<file path="config.mk">
export PLATFORM = sky130hd
export DESIGN_NAME = clint_wide_access_seq
export DESIGN_NICKNAME = d
export VERILOG_FILES = /design/src/rtl/clint_wide_access_seq.sv
export SDC_FILE = /design/constraint.sdc
export NUM_CORES = 1
export LEC_CHECK = 0
export BUFFER_PORTS_ARGS = -buffer_cell sky130_fd_sc_hd__clkbuf_2
export CORE_ASPECT_RATIO = 1.1
export CORE_MARGIN = 2
export CORE_UTILIZATION = 45
export DETAILED_ROUTE_END_ITERATION = 6
export PLACE_DENSITY = 0.78
export SYNTH_ARGS = -nofsm -noshare
export SYNTH_HDL_FRONTEND = slang
export SYNTH_SLANG_ARGS = --single-unit
</file>
<file path="constraint.sdc">
create_clock -name clock -period 7.95 [get_ports clock]
set_clock_uncertainty 0.2 [all_clocks]
set_input_delay 0.795 -clock clock [delete_from_list [all_inputs] [get_ports clock]]
set_output_delay 0.795 -clock clock [all_outputs]
set_load 0.02 [all_outputs]
</file>
<file path="src/rtl/clint_wide_access_seq.sv">
// Turns one 64-bit timer-register request into the ordered 32-bit Wishbone
// transactions that keep mtime reads consistent and mtime/mtimecmp writes glitch-free.
module clint_wide_access_seq #(
  parameter logic [1:0]  MSIP_CODE     = 2'b00,
  parameter logic [1:0]  MTIME_CODE    = 2'b10,
  parameter logic [1:0]  MTIMECMP_CODE = 2'b11,
  parameter int unsigned ACK_TIMEOUT   = 16
) (
  input  logic        clock,
  input  logic        reset,
  // Request/response: a request transfers on a rising edge where req_valid && req_ready;
  // req_* are sampled only then. rsp_valid is a one-cycle pulse with rsp_err/rsp_rdata,
  // which stay held until the next response.
  input  logic        req_valid,
  output logic        req_ready,
  input  logic        req_we,
  input  logic [1:0]  req_reg,
  input  logic [63:0] req_wdata,
  output logic        rsp_valid,
  output logic        rsp_err,
  output logic [63:0] rsp_rdata,
  output logic        wb_cyc,
  output logic        wb_stb,
  output logic        wb_we,
  output logic [2:0]  wb_addr,
  output logic [3:0]  wb_sel,
  output logic [31:0] wb_dat_o,
  input  logic [31:0] wb_dat_i,
  input  logic        wb_ack,
  output logic [1:0]  dbg_state_o
);

  localparam int unsigned   TW       = $clog2(ACK_TIMEOUT + 1);
  localparam logic [TW-1:0] TMO_LAST = TW'(ACK_TIMEOUT - 1);

  localparam logic [1:0] REG_MSIP     = 2'd0;
  localparam logic [1:0] REG_MTIME    = 2'd1;
  localparam logic [1:0] REG_MTIMECMP = 2'd2;
  localparam logic [1:0] REG_ILLEGAL  = 2'd3;

  typedef enum logic [1:0] {
    S_IDLE = 2'd0,
    S_BUS  = 2'd1,
    S_GAP  = 2'd2,
    S_RESP = 2'd3
  } state_e;

  typedef struct packed {
    logic        we;
    logic [2:0]  addr;
    logic [31:0] dat;
  } txn_t;

  state_e        state_q;
  logic          req_ready_q;
  logic          rsp_valid_q;
  logic          rsp_err_q;
  logic [63:0]   rsp_rdata_q;
  logic          wb_cyc_q;
  logic          wb_we_q;
  logic [2:0]    wb_addr_q;
  logic [31:0]   wb_dat_q;
  logic [1:0]    op_reg_q;
  logic          op_we_q;
  logic [63:0]   wdata_q;
  logic [1:0]    step_q;
  logic [31:0]   hi_q;
  logic [31:0]   lo_q;
  logic [TW-1:0] tmo_q;

  txn_t        first_txn;
  txn_t        next_txn;
  logic        last_c;
  logic        cap_hi_c;
  logic [31:0] hi_d;
  logic [31:0] lo_d;

  // Transaction table: mtime reads go H, L, H (, L); wide writes go L-park, H, L.
  function automatic txn_t txn_f(input logic [1:0] r, input logic we,
                                 input logic [1:0] step, input logic [63:0] wd);
    txn_t       t;
    logic       hi;
    logic [1:0] code;
    hi    = 1'b0;
    t.we  = we;
    t.dat = '0;
    case (r)
      REG_MTIME:    code = MTIME_CODE;
      REG_MTIMECMP: code = MTIMECMP_CODE;
      default:      code = MSIP_CODE;
    endcase
    if (!we) begin
      hi = ((r == REG_MTIME) && ((step == 2'd0) || (step == 2'd2))) ||
           ((r == REG_MTIMECMP) && (step == 2'd1));
    end else if (r == REG_MSIP) begin
      t.dat = wd[31:0];
    end else begin
      case (step)
        2'd0:    t.dat = (r == REG_MTIME) ? 32'h0000_0000 : 32'hFFFF_FFFF;
        2'd1: begin
          hi    = 1'b1;
          t.dat = wd[63:32];
        end
        default: t.dat = wd[31:0];
      endcase
    end
    t.addr = {hi, code};
    return t;
  endfunction

  always_comb begin
    first_txn = txn_f(req_reg, req_we, 2'd0, req_wdata);
    next_txn  = txn_f(op_reg_q, op_we_q, step_q, wdata_q);
  end

  always_comb begin
    last_c   = 1'b0;
    cap_hi_c = 1'b0;
    case (op_reg_q)
      REG_MSIP: last_c = 1'b1;
      REG_MTIME: begin
        if (op_we_q) begin
          last_c = (step_q == 2'd2);
        end else begin
          cap_hi_c = (step_q == 2'd0) || (step_q == 2'd2);
          // Second high read matching the first means the low word was not torn.
          last_c   = (step_q == 2'd3) || ((step_q == 2'd2) && (wb_dat_i == hi_q));
        end
      end
      REG_MTIMECMP: begin
        last_c   = op_we_q ? (step_q == 2'd2) : (step_q == 2'd1);
        cap_hi_c = !op_we_q && (step_q == 2'd1);
      end
      default: last_c = 1'b1;
    endcase
    hi_d = hi_q;
    lo_d = lo_q;
    if (!op_we_q) begin
      if (cap_hi_c) hi_d = wb_dat_i;
      else          lo_d = wb_dat_i;
    end
  end

  always_ff @(posedge clock or posedge reset) begin
    if (reset) begin
      state_q     <= S_IDLE;
      req_ready_q <= 1'b1;
      rsp_valid_q <= 1'b0;
      rsp_err_q   <= 1'b0;
      rsp_rdata_q <= '0;
      wb_cyc_q    <= 1'b0;
      wb_we_q     <= 1'b0;
      wb_addr_q   <= '0;
      wb_dat_q    <= '0;
      op_reg_q    <= '0;
      op_we_q     <= 1'b0;
      wdata_q     <= '0;
      step_q      <= '0;
      hi_q        <= '0;
      lo_q        <= '0;
      tmo_q       <= '0;
    end else begin
      rsp_valid_q <= 1'b0;
      case (state_q)
        S_IDLE: begin
          if (req_valid) begin
            req_ready_q <= 1'b0;
            op_reg_q    <= req_reg;
            op_we_q     <= req_we;
            wdata_q     <= req_wdata;
            step_q      <= '0;
            hi_q        <= '0;
            lo_q        <= '0;
            if (req_reg == REG_ILLEGAL) begin
              state_q     <= S_RESP;
              rsp_valid_q <= 1'b1;
              rsp_err_q   <= 1'b1;
              rsp_rdata_q <= '0;
            end else begin
              state_q   <= S_BUS;
              wb_cyc_q  <= 1'b1;
              wb_we_q   <= first_txn.we;
              wb_addr_q <= first_txn.addr;
              wb_dat_q  <= first_txn.dat;
              tmo_q     <= '0;
            end
          end
        end
        S_BUS: begin
          if (wb_ack) begin
            wb_cyc_q <= 1'b0;
            hi_q     <= hi_d;
            lo_q     <= lo_d;
            if (last_c) begin
              state_q     <= S_RESP;
              rsp_valid_q <= 1'b1;
              rsp_err_q   <= 1'b0;
              rsp_rdata_q <= op_we_q ? 64'd0 : {hi_d, lo_d};
            end else begin
              state_q <= S_GAP;
              step_q  <= step_q + 2'd1;
            end
          end else if (tmo_q == TMO_LAST) begin
            wb_cyc_q    <= 1'b0;
            state_q     <= S_RESP;
            rsp_valid_q <= 1'b1;
            rsp_err_q   <= 1'b1;
            rsp_rdata_q <= '0;
          end else begin
            tmo_q <= tmo_q + 1'b1;
          end
        end
        S_GAP: begin
          state_q   <= S_BUS;
          wb_cyc_q  <= 1'b1;
          wb_we_q   <= next_txn.we;
          wb_addr_q <= next_txn.addr;
          wb_dat_q  <= next_txn.dat;
          tmo_q     <= '0;
        end
        default: begin
          state_q     <= S_IDLE;
          req_ready_q <= 1'b1;
        end
      endcase
    end
  end

  assign req_ready   = req_ready_q;
  assign rsp_valid   = rsp_valid_q;
  assign rsp_err     = rsp_err_q;
  assign rsp_rdata   = rsp_rdata_q;
  assign wb_cyc      = wb_cyc_q;
  assign wb_stb      = wb_cyc_q;
  assign wb_we       = wb_we_q;
  assign wb_addr     = wb_addr_q;
  assign wb_sel      = 4'hF;
  assign wb_dat_o    = wb_dat_q;
  assign dbg_state_o = state_q;

endmodule

</file>
Word level (Yosys, flattened, before mapping)
Cells that the tools add are included.

Register bits after elaboration: 244. Input bits: 103. Output and inout port bits: 111. Word-level logic and storage cells: 142.

Add/sub/neg operators: 2. Equal/unequal tests: 21. Muxes and demuxes: 77. Bitwise gates (word level): 1. Reductions and logical operators: 25.

Operators by type and width (count): 32-bit two-way mux (15); 64-bit two-way mux (6); 32-bit one-hot mux with 2 select lines (4); 64-bit one-hot mux with 2 select lines (1); 32-bit == test (1); 1-bit two-way mux (25); 5-bit two-way mux (4); 5-bit one-hot mux with 3 select lines (1); 2-bit two-way mux (7); 2-bit != test, second input constant (7); 2-bit == test, second input constant (6); 1-bit one-hot mux with 2 select lines (6); 2-bit one-hot mux with 2 select lines (3); 5-bit AND reduction (2); 2-bit by 1-bit == test with 1-bit output, second input constant (4); 2-bit logical NOT (4); 4-bit AND reduction (2); 3-bit two-way mux (2); 3-bit != test, second input constant (2); 2-bit one-hot mux with 3 select lines (1); 3-bit one-hot mux with 2 select lines (1); 2-bit AND reduction (3); 3-bit AND reduction (2); 5-bit by 1-bit adder with 5-bit output, second input constant (1); other kinds (10) (16).

Depth between registers and ports, before layout
Word-level depth: 10. Mapped depth: 10. Gate-level depth less buffers: 8.

Worst setup path after synthesis
No wires, ideal clock.

Kind: input port to flip-flop. Start: in wb_dat_i[9]. End: reg rsp_rdata_q[0], in the netlist rsp_rdata[0]. Setup time: 119 ps. Arrival: 2313 ps. Data required time: 7631 ps. Slack: 5317 ps. Stages on the path: 7. Path buffers: 1. Cells stage by stage: xor2_1 > nor4_1 > nand4_1 > nor4_4 > o21ai_4 > buf_6 > o2bb2ai_2.

Cells in the longest elaborated chain, start to end: 7.

Ends and longest elaborated chain: start: declaration (line 28) `input logic [31:0] wb_dat_i,`; 32-bit == test (line 127) `last_c = (step_q == 2'd3) || ((step_q == 2'd2) && (wb_dat_i == hi_q));`; 1-bit logical AND (line 127); 1-bit logical OR (line 127); 1-bit two-way mux (line 122) `if (op_we_q) begin`; 1-bit one-hot mux with 2 select lines (line 119) `case (op_reg_q)`; 3-bit != test (no line); 5-bit AND reduction (no line); end signal: assignment (line 198) `rsp_rdata_q <= op_we_q ? 64'd0 : {hi_d, lo_d};`; end: declaration (line 58) `logic [63:0] rsp_rdata_q;`.

No other way between the ends. A chain may end at the register's enable or synchronous reset.

Worst setup path after layout
Start: reg step_q[1]. End: reg hi_q[13].

Cells in the longest elaborated chain, start to end: 8. Elaborated cells between the ends (all ways): 11. Classes of those cells: 2 x eq/ne; 6 x mux; 3 x reduce/logical.

Ends and longest elaborated chain: start: declaration (line 66) `logic [1:0] step_q;`; start signal: assignment (line 201) `step_q <= step_q + 2'd1;`; 2-bit == test or 2-bit logical NOT (tied branches) (line 125) `cap_hi_c = (step_q == 2'd0) || (step_q == 2'd2);`; 1-bit logical OR (line 125); 1-bit two-way mux (line 122); 1-bit one-hot mux with 2 select lines * (line 119); 32-bit two-way mux * (line 139) `if (cap_hi_c) hi_d = wb_dat_i;`; 32-bit two-way mux * (line 138) `if (!op_we_q) begin`; 32-bit two-way mux * (line 190) `if (wb_ack) begin`; 32-bit one-hot mux with 2 select lines * (line 164) `case (state_q)`; end signal: assignment (line 192) `hi_q <= hi_d;`; end: declaration (line 67) `logic [31:0] hi_q;`.

Every way passes the cells marked *; elsewhere a longest branch is shown, timed or not. The select of a mux whose other input is x is not followed.

==> results_dict.tcl <==
set metrics [dict create \
    status "finished, final reports clean" \
    wl_per_cell_microns 20.02 \
    path_max_fanout 34 \
    port_buffers 209 \
    clock-sinks 244 \
    tritoncts "yes" \
    hold_viol_final 0 \
    p_switching_mw 2.059 \
    power_frac_seq_pct 36.0 \
    cts_resized 0 \
    drv_cap 0 \
    antenna_found_initial 0 \
    layout_setup_ws_ns 4.112 \
    ys_ff_latch 244 \
    cp.arrival_ns 4.04 \
    dp.cells 1421 \
    avgViaCountPerCell 5.746 \
    synth_edf_count 0 \
    synth.distinct_cells 52 \
    path_class "reg2reg" \
    hold_slack_ns 0.2332 \
    gr-total-overflow 0 \
    ys_seq_area_share_pct 52.35 \
    cp-start-kind "flip-flop" \
    syn_to_final_growth_pct 18.56 \
    layout_min_cycle_time_ns 3.838 \
    worstSetupEndpointType "flip-flop" \
    syn_area_sq_um 11660 \
    fmax_ghz 0.2606 \
    final_max_slew_viol_count 0 \
    syn_inst 923 \
    die_h_microns 172.9 \
    leakagePower_nw 6.263 \
    drt-pass1-iter-count 5 \
    layout.cells.non_filler 1467 \
    place_area_sq_um 12910 \
    clock_latency_ns 0.52 \
    reg2reg_depth 8 \
    postSynth.asyncResetShare_pct 100.0 \
    cts_setup_buffers 0 \
    grt_pass1_wl_mm 46.69 \
    routed_wl_mm 29.37 \
    gr-usage-all-layers_pct 21.26 \
    die-area_sq_um 27230 \
    post-place-ws_ns 4.039 \
    vdd_drop_max_uv 212.0 \
    rows 61 \
    drc 0 \
    multiInputGateArea_sq_um 5136 \
    cts_root_buffer "clkbuf_16" \
    setup_viol 0 \
    place_congestion 0.8056 \
    fillCellCount 2152 \
    cts_made_buffers 26 \
    yosysWarnings 0 \
    rsz0062_at_grt "no" \
    cts.clk_slew.worst_paths_ns 0.06 \
    vias 8430 \
    grt_pass1_vias 8332 \
    finalSetupTns_ns 0 \
    hp-class "in2async" \
    final_area_sq_um 13830 \
    h-tree-depth 1 \
    crit_required_ns 8.15 \
    slew_headroom_pct 23.51 \
    comb_power_share_pct 40.2 \
    fin_nets 1223 \
    seqCellArea_sq_um 6107 \
    r2r-start "step_q[1]" \
    dp_hpwl_mm 19.22 \
    ant_nets 0 \
    drt_iter0_markers 672 \
    power.internal_mw 3.364 \
    core_area_sq_um 25420 \
    die_w_microns 157.5 \
    grt_max_degree 112 \
    layout_commonest_cell "dfrtp_1" \
    start_util_pct 45.90 \
    rrSetupSlack_ns 4.11 \
    min_period_over_period_pct 48.27 \
    swShare_pct 37.96 \
    reg2reg_to "hi_q[13]" \
    worstMarginPinSlew_ns 1.147 \
    clock_path_buffers 3 \
    p_per_area_nw_per_um2 392.1 \
    synth_ff_type "dfrtp_1" \
    diodes 0 \
    drive_above_1_share_pct 36.22 \
    final_cell_mix "dfrtp_1, clkbuf_2, mux2i_1" \
    postCtsHoldBufs 0 \
    clkPwrFrac_pct 23.8 \
    postSynthAreaPerCell_sq_um 12.64 \
    io_pins 214 \
]
[synthesized netlist by cell type, types with 2 or more instances]
cell / instances / area, sq um
ha_1: 17 / 212.7
xnor2_1: 8 / 70.07
xor2_1: 24 / 210.2
clkbuf_1: 49 / 183.9
o21ai_0: 14 / 70.07
nor2b_1: 2 / 12.51
buf_1: 8 / 30.03
a221oi_1: 15 / 131.4
buf_4: 5 / 37.54
o2bb2ai_1: 4 / 35.03
inv_1: 19 / 71.32
o2bb2ai_2: 60 / 900.9
o221ai_1: 32 / 280.3
nor2_1: 43 / 161.4
a221o_1: 3 / 30.03
nor4_1: 8 / 50.05
nor3_1: 3 / 15.01
mux2_2: 66 / 743.2
nand3_1: 4 / 20.02
a21oi_1: 45 / 225.2
a22o_1: 64 / 560.5
nand4_1: 5 / 31.28
nand2b_1: 3 / 18.77
a21o_1: 4 / 30.03
buf_6: 13 / 146.4
mux2i_1: 68 / 680.7
o21ai_4: 2 / 32.53
nand2_1: 38 / 142.6
o21a_1: 32 / 240.2
dfrtp_1: 243 / 6081
[sequential cells by signal, summed over array words and instances, names as in the netlist]
name,cells
op_we_q,1
rsp_rdata,64
rsp_valid,1
req_ready,1
wb_addr,3
wb_dat_o,32
wdata_q,64
hi_q,32
wb_cyc,1
wb_we,1
step_q,2
lo_q,32
rsp_err,1
tmo_q,5
dbg_state_o,2
op_reg_q,2
[critical path, stage by stage, from the launching register on]
cell and delay [ns]:
dfrtp_1 0.41, inv_1 0.11, ha_1 0.69, nand2_1 0.11, nand2_1 0.18, and3b_2 0.91
nand2_1 0.11, a21o_1 0.59, a22o_1 0.35
[worst max path at each step]
stage / cells past startpoint / slack, ns / startpoint / to
3_3_place_gp: 8 / 4.14 / step_q[1] / hi_q[3]
2_1_floorplan: 1 / 0.26 / reset / dbg_state_o[0]
3_5_place_dp: 8 / 4.04 / step_q[1] / hi_q[13]
6_report: 8 / 4.11 / step_q[1] / hi_q[13]
4_1_cts: 8 / 4.05 / step_q[1] / hi_q[13]
5_1_grt: 8 / 3.82 / step_q[1] / hi_q[13]
[metal layers]
metal | routed length [microns] | track usage, % | up-vias | part of all wire, %
li1 | - | - | 3827 | -
met1 | 12600 | 29.42 | 4257 | 43
met2 | 14090 | 34.44 | 303 | 48
met3 | 2204 | 4.637 | 43 | 7.5
met4 | 486 | 4.508 | 0 | 1.7
met5 | 0 | 0 | - | 0
[power groups by stage]
stage | logic (mW) | clock network (mW) | registers (mW)
after floorplan | 1.50 | 0 | 2.07
after global placement | 2.14 | 0 | 1.94
after detailed placement | 2.19 | 0 | 1.96
after CTS | 2.20 | 1.32 | 1.95
after global routing | 2.38 | 1.37 | 2.00
final | 2.18 | 1.29 | 1.95
[metrics by stage]
step	utilization [%]	power [mW]
final	54.41	5.423
after global routing	54.41	5.755
after CTS	54.41	5.465
after detailed placement	50.81	4.154
after global placement	50.81	4.088
after floorplan	-	3.563
[layout make-up]
class                           count  share of cell area [%]
Clock inverter                      7                  0.9771
Inverter                           19                  0.5700
Clock buffer                       39                   5.646
Timing Repair Buffer              224                   8.378
Tap cell                          346                   3.130
Sequential cell                   244                   44.16
Multi-Input combinational cell    588                   37.14
[cell families after synthesis]
logic type	count (synthesis)	synth area share, %
muxes	135	12.30
AOI/OAI and AO/OA	283	22.36
other	1	0.03215
buffers and inverters	94	4.022
DFF	244	52.35
adders and majority gates	17	1.823
xor gates and xnor gates	32	2.403
and+or+nand+nor	117	4.698
No activity file was read; power rests on OpenSTA's default activity.
